--- src/rtl/muldiv_unit_if.sv ---
// Issue/result bundle between the EX stage and the iterative multiply/divide unit.
interface muldiv_unit_if #(
  parameter int unsigned XLEN = 32
);
  logic            start;
  logic [2:0]      funct3;
  logic [XLEN-1:0] rs1Data;
  logic [XLEN-1:0] rs2Data;
  logic            flush;
  logic            busy;
  logic            done;
  logic [XLEN-1:0] result;

  modport master (
    output start, funct3, rs1Data, rs2Data, flush,
    input  busy, done, result
  );

  modport slave (
    input  start, funct3, rs1Data, rs2Data, flush,
    output busy, done, result
  );
endinterface

--- src/rtl/muldiv_unit.sv ---
// Iterative RV32M/RV64M multiply/divide: shift-add multiply, restoring divide,
// BITS_PER_CYCLE bits per iteration, with divide-by-zero/overflow fast paths.
module muldiv_unit #(
  parameter int unsigned XLEN           = 32,
  parameter int unsigned BITS_PER_CYCLE = 1
) (
  input logic          clk,
  input logic          reset,
  muldiv_unit_if.slave bus
);
  localparam int unsigned NITER = XLEN / BITS_PER_CYCLE;
  localparam int unsigned CW    = $clog2(NITER + 1);
  localparam logic [XLEN-1:0] MIN_NEG = {1'b1, {(XLEN-1){1'b0}}};

  typedef enum logic [1:0] {IDLE, CALC, DONE} state_t;

  state_t            state_q, state_d;
  logic [CW-1:0]     cnt_q, cnt_d;
  logic [2*XLEN-1:0] acc_q, acc_d;
  logic [XLEN-1:0]   opnd_q, opnd_d;
  logic [XLEN-1:0]   result_q, result_d;
  logic [2:0]        op_q, op_d;
  logic              neg_a_q, neg_a_d, neg_b_q, neg_b_d;

  logic              sgn_a, sgn_b, in_neg_a, in_neg_b, div_zero, div_ovf;
  logic [XLEN-1:0]   mag_a, mag_b, fast_res, quo_fix, rem_fix, calc_res;
  logic [2*XLEN-1:0] step_acc, prod_fix;

  always_comb begin : decode
    sgn_a    = bus.funct3 inside {3'd1, 3'd2, 3'd4, 3'd6};
    sgn_b    = bus.funct3 inside {3'd1, 3'd4, 3'd6};
    in_neg_a = sgn_a & bus.rs1Data[XLEN-1];
    in_neg_b = sgn_b & bus.rs2Data[XLEN-1];
    mag_a    = in_neg_a ? -bus.rs1Data : bus.rs1Data;
    mag_b    = in_neg_b ? -bus.rs2Data : bus.rs2Data;
    div_zero = bus.funct3[2] && (bus.rs2Data == '0);
    div_ovf  = bus.funct3[2] && !bus.funct3[0] &&
               (bus.rs1Data == MIN_NEG) && (bus.rs2Data == '1);
    if (bus.funct3[1]) fast_res = div_zero ? bus.rs1Data : '0;
    else               fast_res = div_zero ? '1 : bus.rs1Data;
  end

  // acc holds {partial product, multiplier} for multiply and {remainder, quotient} for divide.
  always_comb begin : iterate
    logic [XLEN:0] part;
    step_acc = acc_q;
    part     = '0;
    for (int unsigned i = 0; i < BITS_PER_CYCLE; i++) begin
      if (op_q[2]) begin
        part = {step_acc[2*XLEN-1:XLEN], step_acc[XLEN-1]} - {1'b0, opnd_q};
        if (part[XLEN]) step_acc = {step_acc[2*XLEN-2:0], 1'b0};
        else            step_acc = {part[XLEN-1:0], step_acc[XLEN-2:0], 1'b1};
      end else begin
        part     = {1'b0, step_acc[2*XLEN-1:XLEN]} + (step_acc[0] ? {1'b0, opnd_q} : '0);
        step_acc = {part, step_acc[XLEN-1:1]};
      end
    end
  end

  always_comb begin : finalize
    prod_fix = (neg_a_q ^ neg_b_q) ? -step_acc : step_acc;
    quo_fix  = (neg_a_q ^ neg_b_q) ? -step_acc[XLEN-1:0] : step_acc[XLEN-1:0];
    rem_fix  = neg_a_q ? -step_acc[2*XLEN-1:XLEN] : step_acc[2*XLEN-1:XLEN];
    case (op_q)
      3'd0:                calc_res = prod_fix[XLEN-1:0];
      3'd1, 3'd2, 3'd3:    calc_res = prod_fix[2*XLEN-1:XLEN];
      3'd4, 3'd5:          calc_res = quo_fix;
      default:             calc_res = rem_fix;
    endcase
  end

  always_comb begin : fsm
    state_d  = state_q;
    cnt_d    = cnt_q;
    acc_d    = acc_q;
    opnd_d   = opnd_q;
    result_d = result_q;
    op_d     = op_q;
    neg_a_d  = neg_a_q;
    neg_b_d  = neg_b_q;
    case (state_q)
      IDLE: begin
        if (bus.start && !bus.flush) begin
          op_d    = bus.funct3;
          neg_a_d = in_neg_a;
          neg_b_d = in_neg_b;
          if (bus.funct3[2]) begin
            acc_d  = {{XLEN{1'b0}}, mag_a};
            opnd_d = mag_b;
          end else begin
            acc_d  = {{XLEN{1'b0}}, mag_b};
            opnd_d = mag_a;
          end
          if (div_zero || div_ovf) begin
            result_d = fast_res;
            cnt_d    = '0;
            state_d  = DONE;
          end else begin
            cnt_d   = CW'(NITER);
            state_d = CALC;
          end
        end
      end
      CALC: begin
        if (bus.flush) begin
          cnt_d   = '0;
          state_d = IDLE;
        end else begin
          acc_d = step_acc;
          cnt_d = cnt_q - 1'b1;
          if (cnt_q == CW'(1)) begin
            result_d = calc_res;
            state_d  = DONE;
          end
        end
      end
      DONE:    state_d = IDLE;
      default: state_d = IDLE;
    endcase
  end

  always_ff @(posedge clk or negedge reset) begin
    if (!reset) begin
      state_q  <= IDLE;
      cnt_q    <= '0;
      acc_q    <= '0;
      opnd_q   <= '0;
      result_q <= '0;
      op_q     <= '0;
      neg_a_q  <= 1'b0;
      neg_b_q  <= 1'b0;
    end else begin
      state_q  <= state_d;
      cnt_q    <= cnt_d;
      acc_q    <= acc_d;
      opnd_q   <= opnd_d;
      result_q <= result_d;
      op_q     <= op_d;
      neg_a_q  <= neg_a_d;
      neg_b_q  <= neg_b_d;
    end
  end

  assign bus.busy   = (state_q == CALC);
  assign bus.done   = (state_q == DONE);
  assign bus.result = result_q;
endmodule
--- src/flat_wrapper.sv ---
// flat-port wrapper written by rule: the top's interface ports become plain ports
module muldiv_unit_flat 
#(
  parameter int unsigned XLEN           = 32,
  parameter int unsigned BITS_PER_CYCLE = 1
)
  (clk, reset, bus_start, bus_funct3, bus_rs1Data, bus_rs2Data, bus_flush, bus_busy, bus_done, bus_result);
  muldiv_unit_if #(.XLEN(XLEN)) bus_i ();
  input logic clk;
  input logic reset;
  input wire logic [$bits(bus_i.start)-1:0] bus_start;
  input wire logic [$bits(bus_i.funct3)-1:0] bus_funct3;
  input wire logic [$bits(bus_i.rs1Data)-1:0] bus_rs1Data;
  input wire logic [$bits(bus_i.rs2Data)-1:0] bus_rs2Data;
  input wire logic [$bits(bus_i.flush)-1:0] bus_flush;
  output wire logic [$bits(bus_i.busy)-1:0] bus_busy;
  output wire logic [$bits(bus_i.done)-1:0] bus_done;
  output wire logic [$bits(bus_i.result)-1:0] bus_result;
  assign bus_i.start = bus_start;
  assign bus_i.funct3 = bus_funct3;
  assign bus_i.rs1Data = bus_rs1Data;
  assign bus_i.rs2Data = bus_rs2Data;
  assign bus_i.flush = bus_flush;
  assign bus_busy = bus_i.busy;
  assign bus_done = bus_i.done;
  assign bus_result = bus_i.result;
  muldiv_unit #(.XLEN(XLEN), .BITS_PER_CYCLE(BITS_PER_CYCLE)) u_core (.clk(clk), .reset(reset), .bus(bus_i));
endmodule
--- config.mk ---
export PLATFORM = sky130hd
export DESIGN_NAME = muldiv_unit_flat
export DESIGN_NICKNAME = d
export VERILOG_FILES = /design/src/rtl/muldiv_unit_if.sv /design/src/rtl/muldiv_unit.sv /design/src/flat_wrapper.sv
export SDC_FILE = /design/constraint.sdc
export NUM_CORES = 1
export LEC_CHECK = 0
export BUFFER_PORTS_ARGS = -buffer_cell sky130_fd_sc_hd__buf_2
export CAP_MARGIN = 10
export CORE_MARGIN = 5
export CORE_UTILIZATION = 57
export CTS_CLUSTER_SIZE = 40
export DETAILED_ROUTE_END_ITERATION = 6
export PLACE_DENSITY = 0.78
export SYNTH_ARGS = -nofsm -noshare
export SYNTH_HDL_FRONTEND = slang
export SYNTH_SLANG_ARGS = --single-unit
--- constraint.sdc ---
create_clock -name clk -period 4.6 [get_ports clk]
set_input_delay 0.46 -clock clk [delete_from_list [all_inputs] [get_ports clk]]
set_output_delay 0.46 -clock clk [all_outputs]
set_load 0.005 [all_outputs]
==> flow_metrics.py <==
metrics = {
    "logic_synthesis": {
        "synth_area_um2": 16000,
        "ys.flop_type": "dfrtp_1",
        "synth.avg_cell_area_um2": 7.40,
        "synth_seq_area_share_pct": 22.1,
        "synth-seq-cells": 141,
        "ys_async_sr_fraction_pct": 100,
        "ys_warn_count": 0,
        "synth_cells": 2161,
        "synth-edff-count": 0,
        "synth_nets": 2305,
        "synth.distinct_cells": 103,
    },
    "timing": {
        "timing.hold.ws_ns": 0.120,
        "hold_violations": 0,
        "rsz0062_at_grt": "yes",
        "clock.fmax_ghz": 0.211,
        "setup_viol": 18,
        "maxSlewViolCount": 0,
        "fin_crit_sh_pct": 103,
        "final.setup_skew_ns": 0.0182,
        "setup_ws_ns": -0.139,
        "fin_crit_ns": 4.74,
        "slew_headroom_pct": 19.2,
        "setup-tns-final_ns": -1.12,
        "tightest_slew_ns": 1.20,
    },
    "final_layout": {
        "areaGrowthSynthToFinish_pct": 22.2,
        "layout.nets": 2555,
        "drive_gt1_share_pct": 22.3,
        "final_area_um2": 19500,
        "fillers": 2295,
    },
    "routing": {
        "drt_pass1_iterations": 6,
        "post-route-drc-count": 0,
        "vias": 18900,
        "ant_nets": 0,
        "post_drt_wl_per_cell_um": 24.7,
        "via_per_inst": 6.73,
        "drtIter0Drc": 2930,
        "drt-total-wl_um": 69200,
    },
    "critical_path": {
        "worstSetupStartpointType": "register",
        "rr_worst_depth": 23,
        "path_class": "register to register",
        "r2r_start": "u_core.acc_q[31]",
        "worst-r2r-setup-slack_ns": -0.14,
        "worstPathRequired_ns": 4.94,
        "worstSetupEndpointType": "register",
        "crit_fanout": 7,
        "setup.worst_path.start": "u_core.acc_q[31]",
        "reg2reg_to": "u_core.bus.result[22]",
        "critical_path_arrival_ns": 5.08,
    },
    "clock_tree": {
        "clk_pin_slew_worst_paths_ns": 0.08,
        "clk_latency_ns": 0.45,
        "ctsLongestPathBuffers": 2,
        "cts-root-buf": "clkbuf_16",
        "ctsHtreeMaxLevel": 4,
        "tritoncts": "built",
        "cts-buffers-inserted": 17,
        "cts.sinks": 141,
    },
    "power": {
        "ir_drop_mv": 0.434,
        "power.density_nw_per_um2": 864,
        "p_leak_nw": 8.35,
    },
    "min_path": {
        "worstHoldPathType": "primary input to async pin",
    },
    "placement": {
        "place_area_um2": 18300,
        "io_buffers": 104,
        "hpwlAfterDp_um": 53200,
        "dp_slack_ns": -0.172,
        "place.gp.congestion": 1.06,
    },
    "grt": {
        "grt_max_degree": 142,
        "antenna_found_initial": 3,
        "grt_overflow": 0,
        "grt_pass1_vias": 17200,
        "grt_pass1_wl_um": 103000,
        "grt.total_usage_pct": 42.5,
    },
    "floorplanning": {
        "io_pins": 105,
        "die_x_um": 177,
        "fp-row-count": 61,
        "dieArea_um2": 31500,
        "core-area_um2": 27700,
        "start_util_pct": 57.7,
        "die_h_um": 177,
    },
    "status": {
        "violations": "setup timing",
        "status": "finished with violations",
    },
    "flow_run": {
        "maxCapViolCount": 0,
    },
}
## power by group
| group | switching (mW) | total, mW | internal (mW) |
|---|---|---|---|
| clock | 0.660 | 1.47 | 0.811 |
| combinational | 7.83 | 13.2 | 5.36 |
| sequential | 0.484 | 2.21 | 1.73 |
## sequential cells by signal, indices dropped and copies added, names as in the netlist
register / cells
u_core.acc_q: 64
u_core.bus.result: 32
u_core.opnd_q: 32
u_core.cnt_q: 6
u_core.op_q: 3
u_core.state_q: 2
u_core.neg_a_q: 1
u_core.neg_b_q: 1
## critical path, cell delays in order, from the launching register on
cell      delay (ns)
dfrtp_1         0.40
inv_2           0.09
ha_4            0.13
inv_2           0.04
fa_2            0.35
a211oi_2        0.29
o211ai_1        0.17
buf_4           0.19
nand4b_1        0.17
o211ai_4        0.11
nor3_4          0.24
nor3_2          0.08
a21oi_2         0.17
ha_2            0.22
o21ai_2         0.06
or3_4           0.41
nor3_4          0.20
and3_4          0.21
and3_4          0.21
nand4_4         0.18
o21ai_2         0.19
xnor2_1         0.14
a221oi_2        0.07
a311oi_1        0.32
## cell families after synthesis
group / synth area share [%]
AOI/OAI and AO/OA: 31.0
xor gates and xnor gates: 10.7
adders and majority gates: 5.81
buffers and inverters: 5.22
DFF: 22.1
muxes: 3.18
and+or+nand+nor: 22.0
## timing repair
item                       in CTS  in global routing
hold endpoints to repair        0                  0
pin swaps                       8                 49
cloned                          0                  0
hold buffers                    0                  0
setup buffers                   5                 17
setup endpoints to repair      24                 29
resized for setup              20                 88
## per-stage QoR
stage | utilization, % | total power, mW | cells
finish | 70.5 | 16.9 | 2803
global route | 70.5 | 17.6 | 2802
CTS | 68.7 | 15.6 | 2788
detailed placement | 66.1 | 13.9 | 2751
global placement | 66.1 | 13.7 | 2751
floorplan | - | 9.14 | 2161
## layout by cell type, fill, tap and decap left out, types with 49 or more instances in the layout
master	n
nand2_1	214
xnor2_1	107
buf_4	254
o21ai_0	187
nor2_1	203
dfrtp_1	140
inv_1	58
buf_2	103
and2_1	49
xor2_1	86
ha_1	66
a21oi_1	244
## cell usage after synthesis (13+ instances only)
cell      instances  area share [%]
a21oi_1         250             7.8
nand2_1         219             5.1
nor2_1          207             4.9
o21ai_0         200             6.3
dfrtp_1         141              22
xnor2_1         108             5.9
clkbuf_1         97             2.3
xor2_1           87             4.8
ha_1             71             5.6
inv_1            61             1.4
nor3_1           52             1.6
and2_1           49             1.9
mux2i_1          43             2.7
nand3_1          43             1.3
a31oi_1          35             1.4
o211ai_1         30             1.4
nand4_1          28             1.1
a211oi_1         26             1.2
o21ai_1          25            0.78
o31ai_1          25             1.2
a22o_1           21             1.2
a21o_1           20            0.94
nand2b_1         18            0.70
nor4_1           16            0.63
o22ai_1          15            0.59
a221oi_1         14            0.77
and3_1           14            0.55
or3_1            13            0.51
## metal layers
metal	up-vias	track usage [%]	wire [um]
met4	6	20.9	4310
met5	-	0	38
met1	8900	58.8	27200
li1	8402	-	-
met2	1311	61.0	28600
met3	253	11.5	9030
## worst max-delay path by stage
stage	end	slack (ns)	cells past startpoint
global route	u_core.bus.result[16]	-0.30	23
global placement	u_core.bus.result[30]	-0.03	22
floorplan	u_core.bus.result[30]	-0.08	24
detailed placement	u_core.bus.result[14]	-0.17	22
finish	u_core.bus.result[22]	-0.14	23
CTS	u_core.bus.result[22]	-0.006	21
## area by class of cell
| cell class | instances | area [um^2] | area share, % |
|---|---|---|---|
| clock buffers | 18 | 429 | 2.20 |
| flip-flops and latches | 141 | 3530 | 18.1 |
| clock inverters | 14 | 160 | 0.820 |
| multi-input cells | 1824 | 12200 | 62.4 |
| repair buffers | 365 | 2520 | 12.9 |
| diodes | 1 | 2.50 | 0.0128 |
| well taps | 378 | 473 | 2.42 |
| inverters | 62 | 233 | 1.19 |
Power figures use the tool's default switching activity.
